**src/rtl/axi_lite_pkg.sv**
```systemverilog
// axi_lite_pkg: response codes and FSM state encoding shared by the AXI-lite master.
package axi_lite_pkg;
  localparam logic [1:0] RESP_OKAY   = 2'b00;
  localparam logic [1:0] RESP_SLVERR = 2'b10;
  typedef enum logic [2:0] {IDLE, WR_REQ, WR_RESP, RD_REQ, RD_RESP, RSP} state_t;
endpackage

```
**src/rtl/axi_lite_master.sv**
```systemverilog
// axi_lite_master: single-outstanding command-to-AXI-lite bridge with response-wait timeout.
module axi_lite_master import axi_lite_pkg::*; #(
  parameter int ADDR_W = 32,
  parameter int DATA_W = 32,
  parameter int unsigned TIMEOUT = 256
) (
  input  logic                clk,
  input  logic                rst,
  input  logic                cmd_valid,
  output logic                cmd_ready,
  input  logic                cmd_we,
  input  logic [ADDR_W-1:0]   cmd_addr,
  input  logic [DATA_W-1:0]   cmd_wdata,
  input  logic [DATA_W/8-1:0] cmd_wstrb,
  output logic                rsp_valid,
  input  logic                rsp_ready,
  output logic [DATA_W-1:0]   rsp_rdata,
  output logic [1:0]          rsp_resp,
  output logic                rsp_timeout,
  output logic [ADDR_W-1:0]   M_AWADDR,
  output logic                M_AWVALID,
  input  logic                M_AWREADY,
  output logic [DATA_W-1:0]   M_WDATA,
  output logic [DATA_W/8-1:0] M_WSTRB,
  output logic                M_WVALID,
  input  logic                M_WREADY,
  input  logic [1:0]          M_BRESP,
  input  logic                M_BVALID,
  output logic                M_BREADY,
  output logic [ADDR_W-1:0]   M_ARADDR,
  output logic                M_ARVALID,
  input  logic                M_ARREADY,
  input  logic [DATA_W-1:0]   M_RDATA,
  input  logic [1:0]          M_RRESP,
  input  logic                M_RVALID,
  output logic                M_RREADY
);
  localparam logic [31:0] LIMIT = TIMEOUT - 1;
  state_t state;
  logic aw_done, w_done, aw_hs, w_hs, wr_done, hs_done, busy, expire;
  logic [31:0] cnt;
  logic [ADDR_W-1:0] addr_q;
  logic [DATA_W-1:0] wdata_q;
  logic [DATA_W/8-1:0] wstrb_q;
  always_comb begin
    cmd_ready = state == IDLE;
    rsp_valid = state == RSP;
    M_AWVALID = state == WR_REQ && !aw_done;
    M_WVALID = state == WR_REQ && !w_done;
    M_BREADY = state == WR_RESP;
    M_ARVALID = state == RD_REQ;
    M_RREADY = state == RD_RESP;
    M_AWADDR = addr_q;
    M_ARADDR = addr_q;
    M_WDATA = wdata_q;
    M_WSTRB = wstrb_q;
    aw_hs = M_AWVALID && M_AWREADY;
    w_hs = M_WVALID && M_WREADY;
    wr_done = (aw_done || aw_hs) && (w_done || w_hs);
    busy = state inside {WR_REQ, WR_RESP, RD_REQ, RD_RESP};
    hs_done = state == WR_REQ ? wr_done :
              state == WR_RESP ? M_BVALID :
              state == RD_REQ ? M_ARREADY :
              state == RD_RESP ? M_RVALID : 1'b0;
    // a handshake finishing on the expiry cycle wins over the timeout
    expire = TIMEOUT != 0 && busy && !hs_done && cnt >= LIMIT;
  end
  always_ff @(posedge clk) begin
    if (rst) begin
      state <= IDLE;
      aw_done <= 1'b0;
      w_done <= 1'b0;
      cnt <= '0;
      rsp_rdata <= '0;
      rsp_resp <= RESP_OKAY;
      rsp_timeout <= 1'b0;
    end else begin
      cnt <= (cmd_valid && cmd_ready) ? '0 : busy ? cnt + 32'd1 : cnt;
      aw_done <= state == IDLE ? 1'b0 : aw_done || aw_hs;
      w_done <= state == IDLE ? 1'b0 : w_done || w_hs;
      if (expire) begin
        state <= RSP;
        rsp_rdata <= '0;
        rsp_resp <= RESP_SLVERR;
        rsp_timeout <= 1'b1;
      end else begin
        case (state)
          IDLE: if (cmd_valid) begin
            addr_q <= cmd_addr;
            wdata_q <= cmd_wdata;
            wstrb_q <= cmd_wstrb;
            state <= cmd_we ? WR_REQ : RD_REQ;
          end
          WR_REQ: if (wr_done) state <= WR_RESP;
          WR_RESP: if (M_BVALID) begin
            rsp_rdata <= '0;
            rsp_resp <= M_BRESP;
            rsp_timeout <= 1'b0;
            state <= RSP;
          end
          RD_REQ: if (M_ARREADY) state <= RD_RESP;
          RD_RESP: if (M_RVALID) begin
            rsp_rdata <= M_RDATA;
            rsp_resp <= M_RRESP;
            rsp_timeout <= 1'b0;
            state <= RSP;
          end
          RSP: if (rsp_ready) state <= IDLE;
          default: state <= IDLE;
        endcase
      end
    end
  end
endmodule

```
**config.mk**
```make
export PLATFORM = sky130hd
export DESIGN_NAME = axi_lite_master
export DESIGN_NICKNAME = d
export VERILOG_FILES = /design/src/rtl/axi_lite_pkg.sv /design/src/rtl/axi_lite_master.sv
export SDC_FILE = /design/constraint.sdc
export NUM_CORES = 1
export LEC_CHECK = 0
export CORE_MARGIN = 4
export CORE_UTILIZATION = 42
export DETAILED_ROUTE_END_ITERATION = 10
export GPL_TIMING_DRIVEN = 0
export PLACE_DENSITY = 0.81
export SLEW_MARGIN = 20
export SYNTH_ARGS = -nofsm -noshare
export SYNTH_HDL_FRONTEND = slang
export SYNTH_SLANG_ARGS = --single-unit
```
**constraint.sdc**
```tcl
create_clock -name clk -period 11.9 [get_ports clk]
set_clock_uncertainty 0.2 [all_clocks]
set_input_delay 3.57 -clock clk [delete_from_list [all_inputs] [get_ports clk]]
set_output_delay 3.57 -clock clk [all_outputs]
set_load 0.05 [all_outputs]
```
# --- Word level (Yosys, flattened, before mapping) ---
# Index checks and enable logic that the tools add are counted.
totals:
  register_bits: 140
  latchBits: 0
  ram_bits: 0
  rom_bits: 0
  inputBits: 114
  elab_cells: 82
  n_memories: 0
classes:
  add_sub_neg: 1
  n_mul: 0
  n_div: 0
  magnitude_cmp: 1
  n_eq_ne: 17
  shifts: 0
  n_mux: 24
  n_bitwise: 2
  n_reduce_logical: 25
op_table:
  columns: ["operator", "count"]
  rows:
  - ["32-bit two-way mux", 2]
  - ["32-bit one-hot mux with 2 select lines", 1]
  - ["32-bit by 1-bit adder with 32-bit output (second input constant)", 1]
  - ["32-bit by 8-bit >= comparator with 1-bit output (second input constant)", 1]
  - ["3-bit two-way mux", 7]
  - ["3-bit one-hot mux with 6 select lines", 1]
  - ["6-bit AND reduction", 2]
  - ["3-bit by 2-bit != test with 1-bit output (second input constant)", 3]
  - ["1-bit logical AND", 8]
  - ["2-bit two-way mux", 4]
  - ["2-bit != test (second input constant)", 4]
  - ["1-bit two-way mux", 7]
  - ["3-bit by 2-bit equality test with 1-bit output (second input constant)", 2]
  - ["3-bit equality test (second input constant)", 2]
  - ["3-bit by 1-bit != test with 1-bit output (second input constant)", 2]
  - ["3-bit AND reduction", 2]
  - ["2-bit OR reduction", 3]
  - ["2-bit by 1-bit != test with 1-bit output (second input constant)", 2]
  - ["2-bit one-hot mux with 2 select lines", 1]
  - ["4-bit AND reduction", 1]
  - ["4-bit nonzero test", 1]
  - ["3-bit by 1-bit equality test with 1-bit output (second input constant)", 1]
  - ["1-bit logical NOT", 3]
  - ["3-bit logical NOT", 1]
  - ["other kinds (6)", 8]

# --- Logic depth before layout (Yosys ltp) ---
logic_depth:
  word_depth: 11
  depth_mapped: 10
  ltp_nobuf: 5

# --- Worst setup path after synthesis ---
# OpenSTA, ideal clock, no wires.
synth_timing:
  kind: "input -> register"
  start: "input port M_AWREADY"
  end: "register addr_q[0], in the netlist M_ARADDR[0] (enable)"
  t_arrival_ns: 9.219
  required_time_ns: 11.122
  path_slack_ns: 1.903
  path_stages: 6
  cell_sequence: "o22ai_1 and3_1 o32a_1 clkbuf_1 clkbuf_1 nor3_1"
synth_via:
  elab_chain_len: 9
synth_rtl:
  columns: ["element", "line", "source"]
  rows:
  - ["start, declared", "axi_lite_master.sv:22", "input logic M_AWREADY,"]
  - ["1-bit logical AND", "axi_lite_master.sv:57", "aw_hs = M_AWVALID && M_AWREADY;"]
  - ["1-bit logical OR", "axi_lite_master.sv:59", "wr_done = (aw_done || aw_hs) && (w_done || w_hs);"]
  - ["1-bit logical AND", "axi_lite_master.sv:59", null]
  - ["1-bit two-way mux", "axi_lite_master.sv:61", "hs_done = state == WR_REQ ? wr_done :"]
  - ["1-bit logical NOT", "axi_lite_master.sv:66", "expire = TIMEOUT != 0 && busy && !hs_done && cnt >= LIMIT;"]
  - ["1-bit logical AND (2 in series)", "axi_lite_master.sv:66", null]
  - ["1-bit inverter (no line)", null, null]
  - ["4-bit AND reduction (no line)", null, null]
  - ["end signal, assigned", "axi_lite_master.sv:89", "addr_q <= cmd_addr;"]
  - ["end, declared", "axi_lite_master.sv:42", "logic [ADDR_W-1:0] addr_q;"]
# Every way passes these cells.
# A chain may end at the register's enable or synchronous reset.

# --- Worst setup path after layout ---
layout_timing:
  start: "register state[0]"
  end: "output port M_RREADY"
layout_via:
  elab_chain_len: 1
layout_rtl:
  columns: ["element", "line", "source"]
  rows:
  - ["start, declared", "axi_lite_master.sv:39", "state_t state;"]
  - ["start signal, assigned", "axi_lite_master.sv:92", "state <= cmd_we ? WR_REQ : RD_REQ;"]
  - ["3-bit equality test", "axi_lite_master.sv:52", "M_RREADY = state == RD_RESP;"]
  - ["end, declared", "axi_lite_master.sv:36", "output logic M_RREADY"]
# Every way passes these cells.

==> results.txt <==
----------------------------------------------------
[Outcome]
  Outcome ... finished clean

[Floorplan]
  Row Count ... 42
  Core box area ... 13,200 um^2
  Die Y ... 124 um
  Initial standard-cell utilization of the core ... 43.0%
  Die W ... 124 um
  Area of the die ... 15,500 um^2
  Count of pins on the block boundary ... 256

[Clocking]
  Number of H-tree levels ... 4
  Clock tree from TritonCTS ... yes
  Number of hold buffers added after CTS ... 0
  Count of cells resized by post-cts repair ... 0
  Clk buf depth ... 2
  Post-CTS Setup Repair Bufs ... 0
  Buffer cell driving the clock tree root ... sky130_fd_sc_hd__clkbuf_16
  Clock latency on the worst-skew pair ... 0.41 ns
  Clock sink total ... 140
  Clock transition at the registers of the reported paths ... 0.06 ns
  Clock buffers created by TritonCTS ... 17

[Drt]
  Length of routed met3 wiring ... 1.31 mm
  # DRC ... 0
  Remaining number of nets flagged by the antenna check after routing ... 0
  Iteration-0 DRC count of the detailed router ... 329
  Routed WL per cell ... 18.1 um
  Number of iterations in the first detailed-routing pass ... 5
  Wire length reported by the detailed router ... 17.8 mm
  Metal-1 WL ... 6.52 mm
  Via-to-Cell Ratio ... 5.13
  Highest Signal Layer ... met4
  Met2 routed wirelength ... 9.58 mm
  Routed via count ... 5,050

[Layout]
  Total of fill cells in the finished design ... 947
  Share of layout cells above drive strength 1 ... 10.3%
  Layout Area Growth over Synthesis ... 60.2%
  Antenna cells ... 0
  Post-layout instance count excluding filler cells ... 984
  Net count of the finished layout ... 911

[Timing]
  Maximum frequency from static timing analysis ... 149 MHz
  Post-layout minimum cycle time ... 6.69 ns
  Final max-slew violation count ... 0
  Final period util ... 56.2%
  Final setup slack of the worst path ... 5.21 ns
  Max-Slew Margin vs Limit ... 55.7%
  Worst-Margin Slew ... 0.662 ns
  Setup repair after global routing missed its margin ... no
  Final hold violation count ... 0
  Number of failing setup endpoints in the final timing report ... 0

[Power]
  Share of total power in sequential cells ... 38.9%
  Net switching power ... 0.425 mW
  Internal Power ... 0.990 mW
  Peak ir drop on the vdd network ... 85.7 uV
  Standby leakage power ... 3.08 nW
  Combinational Power Share ... 23.5%
  Share of power burned in the clock network ... 37.5%
  Pwr Density ... 155 nW/um^2
  Switching portion of total power ... 30.0%

[Global routing]
  Pin count of the biggest net entering global routing ... 17
  Total Routing Usage GR ... 22.6%
  Number of global-route vias before repair ... 5,011
  Global-route wire length before repair ... 27.6 mm
  Overall overflow remaining after global route ... 0
  Antenna violations before repair ... 0

[Setup path]
  Startpoint type of the worst setup path ... flop
  Critical Path AT ... 2.92 ns
  Endpoint type of the worst setup path ... primary output
  Crit Path Category ... reg2out
  Maximum net fanout on the critical path ... 10
  Ordered cell list for the critical path ... clkbuf_1 > nor3b_2 > clkbuf_1 > clkdlybuf4s50_1
  Critical Path Most Common Cell ... sky130_fd_sc_hd__clkbuf_1
  Delay contributed by the slowest stage of the critical path ... 0.88 ns
  Worst-path cell with the longest stage delay ... sky130_fd_sc_hd__clkdlybuf4s50_1
  Required arrival time at the worst endpoint ... 8.13 ns

[Placed design]
  HPWL after detailed placement ... 13.8 mm
  Global placement routability congestion ... 0.902
  Placement Setup Slack ... 5.09 ns
  Total placed cells including tap cells ... 953
  Buffers on Ports ... 254

[Synth]
  Per-instance average area after synthesis ... 11.0 um^2
  Ys flop type ... sky130_fd_sc_hd__dfxtp_1
  Fraction of registers with async set or reset after synthesis ... 0%
  Number of distinct library cells after synthesis ... 44
  Post-synthesis cell area ... 5690 um^2
  Number of register bits inferred by synthesis ... 140
  Library cell with the largest summed area after synthesis ... sky130_fd_sc_hd__edfxtp_1
  Leading post-synthesis cells by cell area ... sky130_fd_sc_hd__edfxtp_1 (36%), sky130_fd_sc_hd__dfxtp_1 (25%), sky130_fd_sc_hd__a211oi_1 (4.6%)
  Commonest cells post-synth ... sky130_fd_sc_hd__dfxtp_1 (72), sky130_fd_sc_hd__edfxtp_1 (68), sky130_fd_sc_hd__nand2_1 (54)
  Yosys warns ... 0
  Post-synthesis sequential area ratio ... 61.2%
  Top cell type's share of synthesized area ... 35.9%
  Synth Net Count ... 631
  Post-synth EDFFs ... 68
  Cells after synthesis ... 516
  Most numerous cell in the Yosys netlist ... sky130_fd_sc_hd__dfxtp_1

[Min path]
  Path class of the lowest-slack min-delay path ... reg2reg

[Flow run]
  Max_cap viols ... 0

----------------------------------------------------
==> worst paths after layout <==
path | startpoint | end | slack (ns) | cells after the start
min | rsp_timeout | rsp_timeout | 0.26 | 2
max | state[0] | M_RREADY | 5.21 | 4
min reg2reg | rsp_timeout | rsp_timeout | 0.26 | 2
max reg2reg | cnt[0] | M_WSTRB[0] | 8.52 | 11
==> per-layer routing <==
metal  GRT usage [%]  vias to the layer above
met5               0                        -
met2            42.0                      217
met3            7.33                       27
li1                -                     2423
met4            8.25                        0
met1            23.8                     2383
==> cell usage in the layout (no fill, tap or decap), drive strengths merged, types with 4 or more instances in the layout <==
| master | Yosys | final |
|---|---|---|
| nor3 | 16 | 16 |
| clkinvlp | 0 | 4 |
| clkinv | 0 | 4 |
| nand2b | 13 | 13 |
| and4 | 4 | 4 |
| o21ai | 10 | 10 |
| and3 | 5 | 5 |
| or4 | 5 | 5 |
| nor2 | 20 | 20 |
| edfxtp | 68 | 68 |
| a211oi | 35 | 35 |
| nand2 | 54 | 54 |
| inv | 7 | 10 |
| buf | 40 | 47 |
| nand3 | 46 | 46 |
| nand4 | 9 | 9 |
| clkbuf | 24 | 41 |
| xor2 | 4 | 4 |
| dfxtp | 72 | 72 |
| mux2i | 13 | 13 |
| or3 | 9 | 9 |
| nor4 | 11 | 11 |
| clkdlybuf4s50 | 0 | 254 |
| and2 | 4 | 4 |
| a21oi | 20 | 20 |
| xnor2 | 4 | 4 |
==> layout make-up <==
class	count	area [um^2]	area share (%)
Buffer	64	389	4.27
Clock buffer	17	425	4.67
Clock inverter	14	169	1.85
Inverter	7	26.3	0.288
Multi-Input combinational cell	305	1800	19.7
Sequential cell	140	3480	38.2
Tap cell	176	220	2.42
Timing Repair Buffer	261	2610	28.6
==> critical path, delay by kind of cell, from the launching register on <==
| family | cells | cell delay (ns) |
|---|---|---|
| flip-flops | 1 | 0.35 |
| buffers and inverters | 3 | 1.54 |
| AND/OR/NAND/NOR | 1 | 0.61 |
==> power by group through the flow <==
stage / registers [mW] / clock network, mW / logic, mW
2_1_floorplan: 0.632 / 0 / 0.131
3_3_place_gp: 0.564 / 0 / 0.320
3_5_place_dp: 0.561 / 0 / 0.334
4_1_cts: 0.551 / 0.537 / 0.335
5_1_grt: 0.553 / 0.560 / 0.351
6_report: 0.551 / 0.531 / 0.333
==> registers in the layout, indices dropped and copies added (netlist names) <==
register and flops:
M_WSTRB 4, rsp_rdata 32, aw_done 1, w_done 1
cnt 32, rsp_timeout 1, M_ARADDR 32, M_WDATA 32
state 3, rsp_resp 2
==> cells by family (layout without fill, tap and decap cells) <==
| logic type | Yosys count | count (layout) | synth area share, % |
|---|---|---|---|
| buffers and inverters | 71 | 363 | 7.30 |
| flip-flops | 140 | 140 | 61.2 |
| AO/OA/AOI/OAI | 80 | 80 | 9.30 |
| adder cells (fa/ha/maj) | 1 | 1 | 0.220 |
| XOR/XNOR | 8 | 8 | 1.23 |
| AND/OR/NAND/NOR | 201 | 201 | 18.0 |
| multiplexers | 15 | 15 | 2.68 |
==> stage by stage <==
step           area (um^2)  hold WS, ns  utilization [%]  power (mW)  TNS (ns)
2_1_floorplan         5690        0.243                -       0.763         0
3_3_place_gp          8450        0.248             63.8       0.885    -23.40
3_5_place_dp          8520        0.252             64.3       0.894         0
4_1_cts               9110        0.262             68.8        1.42         0
5_1_grt               9110        0.283             68.8        1.46         0
6_report              9110        0.261             68.8        1.41         0
Power figures use the tool's default switching activity.
